<file path="config.mk">
export PLATFORM = sky130hd
export DESIGN_NAME = freq_meter
export DESIGN_NICKNAME = d
export VERILOG_FILES = /design/src/rtl/freq_meter_pkg.sv /design/src/rtl/sync_edge.sv /design/src/rtl/freq_meter.sv
export SDC_FILE = /design/constraint.sdc
export NUM_CORES = 1
export LEC_CHECK = 0
export ABC_AREA = 1
export CAP_MARGIN = 10
export CORE_ASPECT_RATIO = 0.9
export CORE_MARGIN = 5
export CORE_UTILIZATION = 64
export DETAILED_ROUTE_END_ITERATION = 8
export HOLD_SLACK_MARGIN = 0.08
export PLACE_DENSITY = 0.86
export SLEW_MARGIN = 20
export SYNTH_ARGS = -nofsm -noshare
export SYNTH_HDL_FRONTEND = slang
export SYNTH_SLANG_ARGS = --single-unit
</file>
<file path="constraint.sdc">
create_clock -name clkin -period 5.5 [get_ports clkin]
set_clock_uncertainty 0.1 [all_clocks]
set_input_delay 1.65 -clock clkin [delete_from_list [all_inputs] [get_ports clkin]]
set_output_delay 1.65 -clock clkin [all_outputs]
set_load 0.005 [all_outputs]
</file>
<file path="src/rtl/freq_meter_pkg.sv">
// freq_meter_pkg
// Shared definitions for the gated-window frequency meter:
//   - state_t          : measurement FSM states (IDLE, GATE)
//   - SYS_FREQ_HZ      : nominal clkin frequency
//   - DEF_GATE_CYCLES  : default window length (1 s at SYS_FREQ_HZ)
//   - sat_inc()        : increment that sticks at the all-ones value of a
//                        given width (widths up to 64 bits)
package freq_meter_pkg;

   typedef enum logic {
      IDLE = 1'b0,
      GATE = 1'b1
   } state_t;

   localparam int unsigned SYS_FREQ_HZ     = 50000000;
   localparam int unsigned DEF_GATE_CYCLES = SYS_FREQ_HZ;

   // Saturating increment of the low w bits of v.
   function automatic logic [63:0] sat_inc(input logic [63:0] v, input int unsigned w);
      logic [63:0] maxv;
      maxv = (w >= 64) ? '1 : ((64'd1 << w) - 64'd1);
      return (v >= maxv) ? maxv : (v + 64'd1);
   endfunction

endpackage

</file>
<file path="src/rtl/sync_edge.sv">
// sync_edge
// Two-flop synchroniser followed by a rising-edge detector for one
// asynchronous input.
// Ports:
//   clkin : system clock
//   rst   : asynchronous active-high reset
//   din   : asynchronous input
//   rise  : one-cycle pulse, high in the clkin cycle after the
//           synchronised level goes from 0 to 1
module sync_edge (
   input  logic clkin,
   input  logic rst,
   input  logic din,
   output logic rise
);

   logic meta;
   logic sync;
   logic prev;

   always_ff @(posedge clkin or posedge rst) begin
      if (rst) begin
         meta <= 1'b0;
         sync <= 1'b0;
         prev <= 1'b0;
      end else begin
         meta <= din;
         sync <= meta;
         prev <= sync;
      end
   end

   assign rise = sync & ~prev;

endmodule

</file>
<file path="src/rtl/freq_meter.sv">
// freq_meter
// Gated-window frequency meter. Counts rising edges of sig_in over
// windows of GATE_CYCLES clkin cycles, back to back, while en is high.
// Optional feature macro: FREQ_METER_PERIOD_EN adds a period measurement
// (clkin cycles between consecutive sig_in rising edges).
// Ports:
//   clkin        : system clock
//   rst          : asynchronous active-high reset
//   en           : measure continuously while high; low aborts a window
//   sig_in       : signal under measurement (asynchronous)
//   freq         : edge count of the last completed window
//   valid        : one-cycle pulse when freq/ovf update
//   ovf          : last completed window saturated the counter
//   busy         : window in progress (FSM is in GATE); this is the full
//                  FSM state
//   period       : (FREQ_METER_PERIOD_EN) last measured edge-to-edge period
//   period_valid : (FREQ_METER_PERIOD_EN) one-cycle pulse when period updates
module freq_meter
   import freq_meter_pkg::*;
#(
   parameter int unsigned GATE_CYCLES = DEF_GATE_CYCLES,
   parameter int unsigned CNT_W       = 32
) (
   input  logic             clkin,
   input  logic             rst,
   input  logic             en,
   input  logic             sig_in,
   output logic [CNT_W-1:0] freq,
   output logic             valid,
   output logic             ovf,
   output logic             busy
`ifdef FREQ_METER_PERIOD_EN
   ,
   output logic [CNT_W-1:0] period,
   output logic             period_valid
`endif
);

   localparam int unsigned      GW        = (GATE_CYCLES > 1) ? $clog2(GATE_CYCLES) : 1;
   localparam logic [GW-1:0]    GATE_LAST = GW'(GATE_CYCLES - 1);
   localparam logic [CNT_W-1:0] CNT_MAX   = '1;

   state_t           state;
   state_t           state_nx;
   logic             win_clear;
   logic             win_end;
   logic             sig_edge;
   logic [GW-1:0]    gate_cnt;
   logic [CNT_W-1:0] edge_cnt;
   logic [CNT_W-1:0] edge_cnt_nx;
   logic             edge_at_max;
   logic             sat;

   sync_edge u_sync_edge (
      .clkin (clkin),
      .rst   (rst),
      .din   (sig_in),
      .rise  (sig_edge)
   );

   // ---------------- FSM ----------------
   always_ff @(posedge clkin or posedge rst) begin
      if (rst) state <= IDLE;
      else     state <= state_nx;
   end

   // An en fall takes priority over a window end in the same cycle, so a
   // window that ends as en drops is discarded.
   always_comb begin
      state_nx  = state;
      win_clear = 1'b0;
      win_end   = 1'b0;
      case (state)
         IDLE: begin
            if (en) begin
               state_nx  = GATE;
               win_clear = 1'b1;
            end
         end
         GATE: begin
            if (!en)                        state_nx = IDLE;
            else if (gate_cnt == GATE_LAST) win_end  = 1'b1;
         end
      endcase
   end

   assign busy = (state == GATE);

   // ---------------- window datapath ----------------
   // Edge arriving while the counter is already full is what marks the
   // window as saturated.
   assign edge_at_max = sig_edge && (edge_cnt == CNT_MAX);
   assign edge_cnt_nx = sig_edge ? CNT_W'(sat_inc(64'(edge_cnt), CNT_W)) : edge_cnt;

   always_ff @(posedge clkin or posedge rst) begin
      if (rst) begin
         gate_cnt <= '0;
         edge_cnt <= '0;
         sat      <= 1'b0;
         freq     <= '0;
         ovf      <= 1'b0;
         valid    <= 1'b0;
      end else begin
         valid <= 1'b0;
         if (win_clear) begin
            gate_cnt <= '0;
            edge_cnt <= '0;
            sat      <= 1'b0;
         end else if (win_end) begin
            // The edge of the final window cycle still belongs to this window.
            freq     <= edge_cnt_nx;
            ovf      <= sat | edge_at_max;
            valid    <= 1'b1;
            gate_cnt <= '0;
            edge_cnt <= '0;
            sat      <= 1'b0;
         end else if (state == GATE && en) begin
            gate_cnt <= gate_cnt + GW'(1);
            edge_cnt <= edge_cnt_nx;
            sat      <= sat | edge_at_max;
         end
      end
   end

`ifdef FREQ_METER_PERIOD_EN
   // ---------------- period measurement ----------------
   // per_cnt restarts at 1 on each edge, so at the next edge it holds the
   // number of clkin cycles between the two edges. armed is cleared while
   // en is low so the first edge after en rises only starts the count.
   logic [CNT_W-1:0] per_cnt;
   logic             armed;

   always_ff @(posedge clkin or posedge rst) begin
      if (rst) begin
         per_cnt      <= '0;
         armed        <= 1'b0;
         period       <= '0;
         period_valid <= 1'b0;
      end else begin
         period_valid <= 1'b0;
         if (sig_edge) per_cnt <= CNT_W'(1);
         else          per_cnt <= CNT_W'(sat_inc(64'(per_cnt), CNT_W));

         if (!en) begin
            armed <= 1'b0;
         end else if (sig_edge) begin
            armed <= 1'b1;
            if (armed) begin
               period       <= per_cnt;
               period_valid <= 1'b1;
            end
         end
      end
   end
`endif

endmodule

</file>
==> qor.txt, run 1 <==
Most frequent cells in the layout: nand2_1, dfrtp_1, inv_1
Chip Width: 108.1 um
Leak pwr: 3.005 nW
CTS Buf Count: 9
CTS root buffer: clkbuf_8
Die H: 98.28 um
F_max: 270.9 MHz
Initial antenna violation count: 0
Worst R2R End: sat
Outcome: completed
Total number of vias: 4807
Max-slew violations: 0
Input/output buffers: 38
# DRC: 0
Filler cells: 686
Iteration-0 DRC count of the detailed router: 251
Crit Path Class: in -> reg
Total grt overflow: 0
EDFF count, synth: 0
Worst Path Required: 5.67 ns
Syn nets: 758
Post-DP HPWL: 8665 um
CP Capture Type: register
Critical path arrival: 3.87 ns
Peak VDD IR: 0.0001957 V
Cells on worst reg2reg path: 10
Final Cycle Share: 67.11%
Post-cts gate resize count: 0
Asr flop ratio synth: 100.0%
Final Critical Period: 3.691 ns
Die Area: 0.01062 mm2
First-pass GRT wire length: 21710 um
Antenna diodes: 0
Largest net degree at the start of global routing: 47
Post-CTS setup buffer count: 0
# hold bufs at CTS: 0
Max Cap Viol: 0
Hold Path Stages: 0
Placeable Area: 0.008528 mm2
Final Hold Viols: 0
Hold path endpoint: u_sync_edge.sync
Routed Antenna Nets: 0
Mapped Area: 0.005542 mm2
FF+latch count, synth: 97
Reg2Reg Launch Point: gate_cnt[0]
Vias in the first global route: 4685
Initial Utilization: 64.98%
Share of layout cells above drive strength 1: 10.00%
Synth Warn #: 0
HP Class: reg -> reg
Drt pass-1 iters: 5
Final WL: 12060 um
Htree depth: 3
RSZ-0062 raised after global routing: no
Startpoint types: primary input
Setup Viol. Count Final: 0
Seq/Total Area, Yosys: 43.80%
TritonCTS clock tree: built
Top cells by area, synth: dfrtp_1, nand2_1, inv_1, nor2_1, nand3_1
Area growth syn-to-layout: 11.31%
Commonest non-fill, non-tap cell in the layout: nand2_1
Distinct cells, synth: 34
Rows: 32
Tot GR Track Use: 24.91%
Routed WL per cell: 13.27 um
Slew at the pin closest to its max-slew limit: 0.8106 ns
# IOs: 39
CTS clock-pin slew for the worst setup and hold paths: 0.10 ns
Gpl congestion: 0.9230
Pwr Density: 204.0 mW/mm2
Yosys top cell by area: dfrtp_1
Beginning of the worst hold path: u_sync_edge.meta
Avg Vias per Cell: 5.288
Design Power: 1.258 mW
Post-Route Setup TNS: 0 ns
Syn avg cell area: 7.369 um2
Worst-case clock buffer depth: 2
CTS sink count: 97
Setup slack, reg-to-reg: 3.06 ns
Post-synth top area share: 43.80%
CP max FO: 22
Worst skew pair latency: 0.37 ns
Main synth FF type: dfrtp_1
Max transition margin: 45.83%
Nets: 791
Syn Inst Count: 752
power breakdown:
part / internal [mW] / switching, mW
sequential: 0.718 / 0.00571
combinational: 0.0118 / 0.0369
clock: 0.219 / 0.267
Yosys cell counts, types with 2 or more instances:
cell type and instances:
o21ai_0 10, nand3b_1 9, nor2_4 3, o21bai_1 3, o21ai_2 7, nor3_1 10, xnor2_1 6, buf_6 8
buf_4 3, ha_1 2, nand4_1 13, buf_2 3, nand3_1 35, nand2_2 10, inv_1 60, nand3_4 2
nor2_2 8, nand2_1 328, nand3_2 14, nor2_1 56, o21ai_1 12, clkbuf_1 7, inv_2 9, dfrtp_1 97
xor2_1 20, o22ai_1 9
state kept, by name (all words and copies together), names as in the netlist:
| signal | cells |
|---|---|
| busy | 1 |
| u_sync_edge.meta | 1 |
| valid | 1 |
| edge_cnt | 32 |
| freq | 32 |
| u_sync_edge.sync | 1 |
| u_sync_edge.prev | 1 |
| gate_cnt | 26 |
| sat | 1 |
| ovf | 1 |
metrics by stage:
stage	setup WS (ns)	cell area (um2)	hold WS, ns	util (%)	std cells
3_5_place_dp	1.428	5959	0.2417	69.88	893
2_1_floorplan	1.216	5542	0.2312	-	752
3_3_place_gp	1.519	5959	0.2325	69.88	893
4_1_cts	1.817	6168	0.2640	72.33	909
6_report	1.809	6168	0.2621	72.33	909
5_1_grt	1.617	6168	0.2854	72.33	909
cells by family (layout without fill, tap and decap cells):
kind of cell | count (synthesis) | after routing | synth area share (%)
DFF | 97 | 97 | 43.80
buffers and inverters | 92 | 130 | 7.609
adders and majority gates | 2 | 2 | 0.4515
xor gates and xnor gates | 26 | 26 | 4.109
and+or+nand+nor | 492 | 492 | 39.26
AOI/OAI and AO/OA | 43 | 43 | 4.764
critical path, stage by stage:
cell and delay [ns]:
clkdlybuf4s50_1 0.47, buf_4 0.26, nand2_1 0.12, inv_1 0.11, nand4_1 0.09, nor2_2 0.15, nand2_2 0.07, nand2_1 0.60
o21ai_0 0.19, nand2_1 0.10, inv_1 0.04
how the worst max path moves through the flow:
stage	cells after the start	endpoint	start	slack, ns
after floorplan	1	busy	rst	1.22
after global placement	11	sat	en	1.52
after detailed placement	11	sat	en	1.43
after CTS	11	sat	en	1.82
after global routing	11	sat	en	1.62
final	11	sat	en	1.81
area by class of cell:
cell class	instances	area, um2	share of cell area, %
sequential	97	2427	39.35
timing repair buffer	44	425.4	6.897
clock buffer	9	123.9	2.008
multi-input combinational	563	2693	43.65
clock inverter	7	85.08	1.379
inverter	70	265.3	4.300
tap	119	148.9	2.414
per-layer routing:
| metal | share of wire [%] | wire (um) | GRT usage [%] | up-vias |
|---|---|---|---|---|
| li1 | - | - | - | 2411 |
| met1 | 47 | 5616 | 35.20 | 2245 |
| met2 | 47 | 5631 | 39.72 | 134 |
| met3 | 5.2 | 623 | 4.362 | 17 |
| met4 | 1.6 | 190 | 6.893 | 0 |
| met5 | 0 | 0 | 0 | - |
Note: power is estimated with default switching activity, not from simulation.
==> run 2, diff against run 1 <==
--- a/config.mk
+++ b/config.mk
@@ -9,10 +9,10 @@
 export CAP_MARGIN = 10
 export CORE_ASPECT_RATIO = 0.9
 export CORE_MARGIN = 5
-export CORE_UTILIZATION = 64
+export CORE_UTILIZATION = 59
 export DETAILED_ROUTE_END_ITERATION = 8
 export HOLD_SLACK_MARGIN = 0.08
-export PLACE_DENSITY = 0.86
+export PLACE_DENSITY = 0.8
 export SLEW_MARGIN = 20
 export SYNTH_ARGS = -nofsm -noshare
 export SYNTH_HDL_FRONTEND = slang
==> constraint.sdc (replaced) <==
create_clock -name clkin -period 3.6 [get_ports clkin]
set_clock_uncertainty 0.1 [all_clocks]
set_input_delay 1.08 -clock clkin [delete_from_list [all_inputs] [get_ports clkin]]
set_output_delay 1.08 -clock clkin [all_outputs]
set_load 0.005 [all_outputs]
==> qor.txt, run 2 (synthesized netlist as in run 1, its figures left out) <==
Placeable Area: 0.009125 mm2 (+7.0%)
RSZ-0062 raised after global routing: no
Initial antenna violation count: 0 (unchanged)
Slew at the pin closest to its max-slew limit: 0.7920 ns (-0.01859 ns)
Total grt overflow: 0 (unchanged)
Post-cts gate resize count: 0 (unchanged)
Drt pass-1 iters: 5 (unchanged)
Antenna diodes: 0 (unchanged)
Routed WL per cell: 13.91 um (+4.8%)
Total number of vias: 4935 (+2.7%)
CTS Buf Count: 9 (unchanged)
Outcome: completed
Final WL: 12700 um (+5.3%)
Die Area: 0.01143 mm2 (+7.6%)
Post-CTS setup buffer count: 0 (unchanged)
CTS sink count: 97 (unchanged)
Sw Ratio: 25.13% (+0.50 points)
Chip Width: 112.2 um (+3.8%)
Non-Filler Instances: 913 (+0.44%)
Reg2Reg Launch Point: gate_cnt[0]
Rows: 33 (+3.1%)
Post-Route Setup TNS: 0 ns (unchanged)
P_int: 1.373 mW (+45%)
CTS root buffer: clkbuf_8
TritonCTS clock tree: built
Final Critical Period: 2.863 ns
# IOs: 39 (unchanged)
HP Class: reg -> reg
CTS clock-pin slew for the worst setup and hold paths: 0.09 ns (about the same)
Crit Path Class: in -> reg
Vias in the first global route: 4775 (+1.9%)
Max-slew violations: 0 (unchanged)
Logic pwr share: 4.3% (+0.4 points)
Largest net degree at the start of global routing: 98 (+110%)
Initial Utilization: 60.73% (-4.2 points)
Worst-case clock buffer depth: 2 (unchanged)
Top flop regs: edge_cnt x32, freq x32, gate_cnt x26
Avg Vias per Cell: 5.405 (+2.2%)
Most frequent cells in the layout: nand2_1, dfrtp_1, inv_1
Share of layout cells above drive strength 1: 9.861% (-0.14 points)
Hold slack final: 0.2495 ns (-0.01261 ns)
NetSw: 0.4607 mW (+49%)
First-pass GRT wire length: 21850 um (+0.64%)
Tot GR Track Use: 23.11% (-1.8 points)
Iteration-0 DRC count of the detailed router: 324 (+29%)
CP Capture Type: register
# hold bufs at CTS: 0 (unchanged)
Final Hold Viols: 0 (unchanged)
Filler cells: 796 (+16%)
Critical path arrival: 3.07 ns (-0.80 ns)
Beginning of the worst hold path: u_sync_edge.meta
CP max FO: 21 (-4.5%)
Nets: 792 (+0.13%)
FF/Latch Area: 0.002427 mm2 (unchanged)
Max Cap Viol: 0 (unchanged)
Die H: 101.9 um (+3.7%)
Area growth syn-to-layout: 11.13%
Htree depth: 3 (unchanged)
F_max: 349.3 MHz
Sequential power share: 60.3% (+2.8 points)
Worst Path Required: 3.81 ns (-1.86 ns)
Clock group share of total power: 35.4% (-3.2 points)
Peak VDD IR: 0.0001527 V (-22%)
Setup Viol. Count Final: 0 (unchanged)
Leak pwr: 2.993 nW (-0.40%)
Design Power: 1.833 mW (+46%)
Startpoint types: primary input
Post-Place Cells: 897 (+0.45%)
Post-DP HPWL: 8749 um (+0.96%)
Crit path launch: en
Input/output buffers: 38 (unchanged)
Max transition margin: 47.20% (+1.4 points)
Final Cycle Share: 79.52%
Pwr Density: 297.7 mW/mm2 (+46%)
Worst skew pair latency: 0.37 ns (about the same)
Area of the multi-input gates: 0.002693 mm2 (unchanged)
Gpl congestion: 0.8809 (-4.6%)
Commonest non-fill, non-tap cell in the layout: nand2_1
Routed Antenna Nets: 0 (unchanged)
# DRC: 0 (unchanged)
Core Util, Final: 67.49% (-4.8 points)
## run 2: critical path, cell delays in order
cell and delay (ns):
clkdlybuf4s50_1 0.42, nand2_1 0.11, inv_1 0.08, nand4_1 0.10
nor2_2 0.06, a21oi_2 0.61, buf_4 0.40, nand3_1 0.11
nand2_1 0.08
## run 2: routing by layer
metal	global-route usage (%)	wire length [um]
met1	30.23	5662
met2	39.99	6142
met3	4.737	696
met4	5.638	196
met5	0	0
## run 2: final cells by class
cell class	instances	area share, %
sequential	97	39.41
clock buffer	11	2.133
timing repair buffer	45	7.233
inverter	70	4.328
tap	122	2.479
multi-input combinational	563	43.72
clock inverter	5	0.6908
## run 2: worst paths after layout
kind | cells after the start | endpoint | slack (ns)
worst min-delay path | 0 | u_sync_edge.sync | 0.25
worst max register to register | 9 | gate_cnt[21] | 1.16
worst max-delay path | 9 | gate_cnt[21] | 0.74
worst min register to register | 0 | u_sync_edge.sync | 0.25
min in group asynchronous | 3 | freq[6] | 1.11
max in group asynchronous | 3 | gate_cnt[22] | 1.90
## run 2: stage by stage
step | cell area (um2) | setup slack, ns
global route | 6158 | 0.6143
floorplan | 5545 | 1.272
global placement | 5984 | 0.4481
CTS | 6158 | 0.7277
finish | 6158 | 0.7373
detailed placement | 5984 | 0.3377
## run 2: power groups by stage
stage	Sequential, mW	Clock (mW)	Combinational (mW)
CTS	1.11	0.667	0.0805
floorplan	1.13	0	0.0535
finish	1.11	0.649	0.0781
global placement	1.13	0	0.0787
detailed placement	1.13	0	0.0804
global route	1.11	0.714	0.0891
